**config.mk**
```make
export PLATFORM = sky130hd
export DESIGN_NAME = fetch_unit
export DESIGN_NICKNAME = d
export VERILOG_FILES = /design/src/rtl/fetch_unit.sv
export SDC_FILE = /design/constraint.sdc
export NUM_CORES = 1
export LEC_CHECK = 0
export CORE_ASPECT_RATIO = 0.8
export CORE_UTILIZATION = 55
export DETAILED_ROUTE_END_ITERATION = 10
export GPL_ROUTABILITY_DRIVEN = 1
export GPL_TIMING_DRIVEN = 0
export PLACE_DENSITY = 0.93
export SYNTH_ARGS = -nofsm -noshare
export SYNTH_HDL_FRONTEND = slang
export SYNTH_SLANG_ARGS = --single-unit
```
**constraint.sdc**
```tcl
create_clock -name clk -period 17.1 [get_ports clk]
set_input_delay 4.275 -clock clk [delete_from_list [all_inputs] [get_ports clk]]
set_output_delay 4.275 -clock clk [all_outputs]
set_load 0.02 [all_outputs]
```
**src/rtl/fetch_unit.sv**
```systemverilog
// Instruction-fetch front end: owns the PC, reads a combinational imem, queues {pc, instr, fault}.
// Latency: an instruction fetched in cycle N is at the queue head (out_valid) in cycle N+1.
// Backpressure: out_ready low stops popping; fetch stalls with pc held only when the queue is full.
//
// Ports:
//   clk, reset                     clock, synchronous active-high reset
//   imem_addr / imem_instr         word index out, instruction back in the same cycle
//   redirect_valid / redirect_pc   PC change from execute; flushes the queue
//   out_valid / out_ready          handshake towards decode
//   out_instr / out_pc / out_fault head entry (NOP in out_instr for faulted fetches)
module fetch_unit #(
  parameter logic [31:0] RESET_PC   = 32'h0000_0000,
  parameter int unsigned IMEM_WORDS = 256,
  parameter int unsigned DEPTH      = 2
) (
  input  logic        clk,
  input  logic        reset,
  output logic [31:0] imem_addr,
  input  logic [31:0] imem_instr,
  input  logic        redirect_valid,
  input  logic [31:0] redirect_pc,
  output logic        out_valid,
  input  logic        out_ready,
  output logic [31:0] out_instr,
  output logic [31:0] out_pc,
  output logic        out_fault
);

  localparam int PTR_W = $clog2(DEPTH);
  localparam int CNT_W = PTR_W + 1;
  localparam logic [CNT_W-1:0] FULL_CNT   = CNT_W'(DEPTH);
  localparam logic [31:0]      IMEM_LIMIT = 32'(IMEM_WORDS);
  localparam logic [31:0]      NOP_INSTR  = 32'h0000_0013;

  logic [31:0]      pc;
  logic [PTR_W-1:0] wr_ptr;
  logic [PTR_W-1:0] rd_ptr;
  logic [CNT_W-1:0] count;

  logic [31:0] q_pc    [DEPTH];
  logic [31:0] q_instr [DEPTH];
  logic        q_fault [DEPTH];

  logic        pop;
  logic        fetch;
  logic        fault;
  logic [31:0] push_instr;

  // Low address bits of a redirect target are architecturally ignored.
  logic unused_redirect_lsb;
  assign unused_redirect_lsb = ^redirect_pc[1:0];

  assign imem_addr  = {2'b00, pc[31:2]};
  assign out_valid  = (count != '0);
  assign pop        = out_valid & out_ready;
  // A simultaneous pop frees a slot, so a full queue can still accept a fetch.
  assign fetch      = ~redirect_valid & ((count < FULL_CNT) | pop);
  assign fault      = ({2'b00, pc[31:2]} >= IMEM_LIMIT);
  assign push_instr = fault ? NOP_INSTR : imem_instr;

  // Head is read straight from registered storage.
  assign out_pc    = q_pc[rd_ptr];
  assign out_instr = q_instr[rd_ptr];
  assign out_fault = q_fault[rd_ptr];

  always_ff @(posedge clk) begin
    if (reset) begin
      pc     <= RESET_PC;
      wr_ptr <= '0;
      rd_ptr <= '0;
      count  <= '0;
      for (int i = 0; i < int'(DEPTH); i++) begin
        q_pc[i]    <= '0;
        q_instr[i] <= '0;
        q_fault[i] <= 1'b0;
      end
    end else if (redirect_valid) begin
      // Flush: a pop this cycle is still a completed handshake on the old head,
      // but nothing queued survives.
      pc     <= {redirect_pc[31:2], 2'b00};
      wr_ptr <= '0;
      rd_ptr <= '0;
      count  <= '0;
    end else begin
      if (fetch) begin
        q_pc[wr_ptr]    <= pc;
        q_instr[wr_ptr] <= push_instr;
        q_fault[wr_ptr] <= fault;
        wr_ptr          <= wr_ptr + PTR_W'(1);
        pc              <= pc + 32'd4;
      end
      if (pop) begin
        rd_ptr <= rd_ptr + PTR_W'(1);
      end
      count <= count + CNT_W'(fetch) - CNT_W'(pop);
    end
  end

endmodule

```
# Word-level counts from Yosys, hierarchy flattened
# Memories as Yosys holds them, arrays and structs flattened. A register that Yosys moved wholly into a read port is not among the register bits.
# Index checks and enable logic that the tools add are counted.
dict set report classes {
  n_addsub 5
  n_lt_le_gt_ge 2
  mux 24
  bitwise 4
  n_reduce_logical 6
}
# operator n
set ops {}
lappend ops {{32-bit 2-to-1 mux} 5}
lappend ops {{32-bit OR reduction} 2}
lappend ops {{32-bit by 3-bit adder with 32-bit output (second input constant)} 1}
lappend ops {{30-bit by 9-bit >= comparator with 1-bit output (second input constant)} 1}
lappend ops {{1-bit 2-to-1 mux} 19}
lappend ops {{2-bit nonzero test} 2}
lappend ops {{1-bit adder (second input constant)} 2}
lappend ops {{2-bit by 1-bit adder with 2-bit output} 1}
lappend ops {{1-bit bitwise AND} 2}
lappend ops {{2-bit < comparator (second input constant)} 1}
lappend ops {{2-bit OR reduction} 1}
lappend ops {{2-bit by 1-bit subtractor with 2-bit output} 1}
lappend ops {{1-bit inverter} 1}
lappend ops {{1-bit OR} 1}
lappend ops {{1-bit OR reduction} 1}
dict set report word_totals {
  regBits 36
  ramBits 130
  in_bits 68
  output_inout_bits 98
  word_cells 49
  n_memories 3
}
# memory depth width rd rd_ports_with_merged_regs wr line_no
set mem_list {}
lappend mem_list {q_instr 2 32 1 1 2 41} ;# logic [31:0] q_instr [DEPTH];
lappend mem_list {q_pc 2 32 1 1 2 40} ;# logic [31:0] q_pc [DEPTH];
lappend mem_list {q_fault 2 1 1 1 2 42} ;# logic q_fault [DEPTH];

# Depth between registers and ports, before layout
dict set report depth {
  ltp_word 10
  mapped_depth 9
}

# Worst setup path after synthesis
# OpenSTA, ideal clock, no wires.
dict set report synth_path {
  path_kind {input to register}
  from {in redirect_valid}
  to {mem q_fault[0], enable pin}
  setup_time_ns 0.571
  t_arrival_ns 9.094
  required_ns 16.529
  slack_ns 7.435
  stages 4
  path_cell_list {clkbuf_1 inv_1 nand2_1 o21ai_0}
}
# element line_no
set synth_lines {}
lappend synth_lines {{from (decl)} 20} ;# input logic redirect_valid,
lappend synth_lines {{to (decl)} 42}

==> results.cfg <==
[floorplan]
dieArea_um2 = 14200
ios = 166
initial_core_util_pct = 57.6
core_um2 = 13100
rows = 37
die_w_um = 133
fp.dieH_um = 107

[drt]
viasPerCell = 5.79
vias = 5676
ant_nets = 0
drc = 0
wl_mm = 19.3
first_pass_iters = 6
wl_per_cell_um = 19.7
drt-initial-drc-count = 623

[worst_setup_path]
path_cells = clkbuf_1, clkbuf_1, mux2_2, clkdlybuf4s50_1
r2r_start = pc[12]
setup.worst_path.class = reg -> out
cpMaxStageDelayCell = clkdlybuf4s50_1
cpLargestDelayFamily = buffers and inverters
reg2reg_slack_ns = 14.44
path_buf_inv = 3
rr_worst_depth = 7
r2r-end = q_instr[1][25]
crit_top_cell = clkbuf_1
crit_required_ns = 12.82
end_kind = output pin
max_stage_delay_ns = 0.56
start_kind = flip-flop
critPathMaxFanout = 10
cp_data_arrival_time_ns = 2.76

[timing]
period_minus_slack_ns = 7.04
max_freq_ghz = 0.142
drv_slew = 0
finalHoldViolations = 0
timing.final.crit_share_pct = 41.2
finalSetupViolations = 0
worstMarginPinSlew_ns = 0.946
finalSetupTns_ns = 0
rsz0062_at_grt = false
max_slew_margin_pct = 36.4
fin_skew_ns = 0.0108

[grt]
grt_pass1_vias = 5546
grt_pass1_wl_mm = 29.6
grt.met3_usage_pct = 8.23
grt_start_max_net_pins = 64
top_usage_layer = met2
grtUsageMet2_pct = 45.5
use_met1_pct = 35.7
grt_overflow = 0
grt_use_total_pct = 27.9
antenna_found_initial = 0

[clocking]
clock-sinks = 161
clk_latency_ns = 0.44
cts_root_buf = clkbuf_16
ctsResizeCount = 0
cts_buffer_depth = 2
numCtsBuffers = 17
htreeDepth = 4
cts_hold_buf = 0
clk_transition_reported_paths_ns = 0.07
cts_tree = done
cts_setup_buffers = 0

[layout]
diodes = 0
final_core_util_pct = 76.2
drive_gt1_share_pct = 14.3
syn_to_final_growth_pct = 32.4
nets = 865

[pwr]
sequentialPowerShare_pct = 47.6
peakVddDrop_mv = 0.0690
powerDensity_nw_per_um2 = 96.5
leakagePower_nw = 3.67
power.switching_uw = 242
p_int_uw = 722
clockPowerShare_pct = 39.2
switching_share_pct = 25.1
power.share.combinational_pct = 13.2

[hold_path]
min_from = rd_ptr
hold-path-cell-count = 2
worst_hold_path_type = reg -> reg

[logic_synthesis]
avgSynthCellArea_um2 = 12.3
synth-edff-count = 126
ys_ff_latch = 161
ys_seq_area_share_pct = 59.5
synth_warnings = 0
synth.most_common_cell = edfxtp_1
netlist_top_cells_area = edfxtp_1, and2_1, mux2_2
synth_common_cells = edfxtp_1, and2_1, mux2_2
synth_top_area_share_pct = 50.2
syn_area_um2 = 7540
yosys.area.top_type = edfxtp_1
synthCells = 612
synth_cell_types = 51
synth-main-ff-cell = edfxtp_1
synthArstFlopShare_pct = 0

[placement]
gp_congestion = 0.903
dp_hpwl_mm = 12.9
portBuffers = 157

[flow_run]
cap_viol_max_count = 0

[run_status]
status = completed
-- power groups by stage --
stage          logic (mW)  clock network [mW]  registers (mW)
2_1_floorplan      0.0578                   0           0.469
3_3_place_gp        0.122                   0           0.468
3_5_place_dp        0.126                   0           0.467
4_1_cts             0.127               0.379           0.459
5_1_grt             0.134               0.395           0.461
6_report            0.127               0.378           0.459
-- cells in the final DEF (no fill, tap or decap), types with 3 or more instances in the layout --
master	Yosys	layout
or2_2	3	3
clkinv_1	1	3
conb_1	1	4
dfxtp_1	35	35
nor4_1	10	10
and2_1	116	116
o31ai_1	4	4
or4_1	6	6
buf_4	4	4
a311oi_1	11	11
nand2_1	20	19
xnor2_1	8	8
nand4_1	13	13
o21ai_0	11	10
clkinvlp_4	0	4
nor3_1	9	9
nor2_1	31	31
ha_1	4	4
nand3_1	15	15
and4_1	8	8
clkdlybuf4s50_1	0	157
xor2_1	4	4
clkbuf_1	32	32
mux2_2	63	63
buf_2	3	3
inv_1	8	8
and3_1	9	9
inv_6	0	4
clkbuf_16	0	17
o21a_1	6	6
edfxtp_1	126	126
or3_1	6	6
a211oi_1	12	12
-- area by class of cell --
| cell class | instances | area (µm²) |
|---|---|---|
| Inverter | 9 | 33.8 |
| Sequential cell | 161 | 4480 |
| Buffer | 45 | 205 |
| Tap cell | 175 | 219 |
| Fill cell | 791 | 3120 |
| Timing Repair Buffer | 159 | 1610 |
| Clock buffer | 17 | 425 |
| Clock inverter | 15 | 158 |
| Multi-Input combinational cell | 400 | 2850 |
-- stage by stage --
stage | std cells | cell area, µm² | total power, mW | worst slack [ns] | hold slack (ns)
2_1_floorplan | 615 | 7550 | 0.527 | 7.43 | 0.520
3_3_place_gp | 947 | 9340 | 0.590 | 4.48 | 0.541
3_5_place_dp | 949 | 9400 | 0.592 | 10.24 | 0.539
4_1_cts | 981 | 9980 | 0.965 | 10.04 | 0.548
5_1_grt | 981 | 9980 | 0.990 | 9.94 | 0.585
6_report | 981 | 9980 | 0.964 | 10.06 | 0.550
-- worst min-delay path: cells and delay by family (launching register included) --
| family | cells | cell delay (ns) |
|---|---|---|
| flip-flops | 1 | 0.32 |
| XOR/XNOR | 1 | 0.13 |
| AND/OR/NAND/NOR | 1 | 0.05 |
-- worst max path at each step --
stage / end / slack [ns] / cells past startpoint
floorplan: q_fault[0] / 7.43 / 4
global placement: q_instr[0][25] / 4.48 / 5
detailed placement: q_instr[1][24] / 10.24 / 8
CTS: out_pc[3] / 10.04 / 4
global route: out_pc[3] / 9.94 / 4
finish: out_instr[30] / 10.06 / 4
-- state kept, by name, summed over array words and instances, names as in the netlist, named ones only --
name / flops
q_instr: 64
q_pc: 60
pc: 30
count: 2
q_fault: 2
rd_ptr: 1
wr_ptr: 1
-- per-layer routing --
metal  wire length, µm  up-vias  part of all wire, %
met5                 0        -                    0
met1              7890     2697                   41
li1                  -     2596                    -
met4               323        0                  1.7
met2              9210      352                   48
met3              1920       31                  9.9
-- cells by family after synthesis --
logic type,count (synthesis),share of synthesized area (%)
AOI/OAI and AO/OA,58,5.67
xor gates and xnor gates,12,1.39
adders and majority gates,4,0.664
buffers and inverters,54,3.17
DFF,161,59.5
muxes,63,9.41
other,1,0.0497
and+or+nand+nor,259,20.2
(Power assumes the default switching activity.)
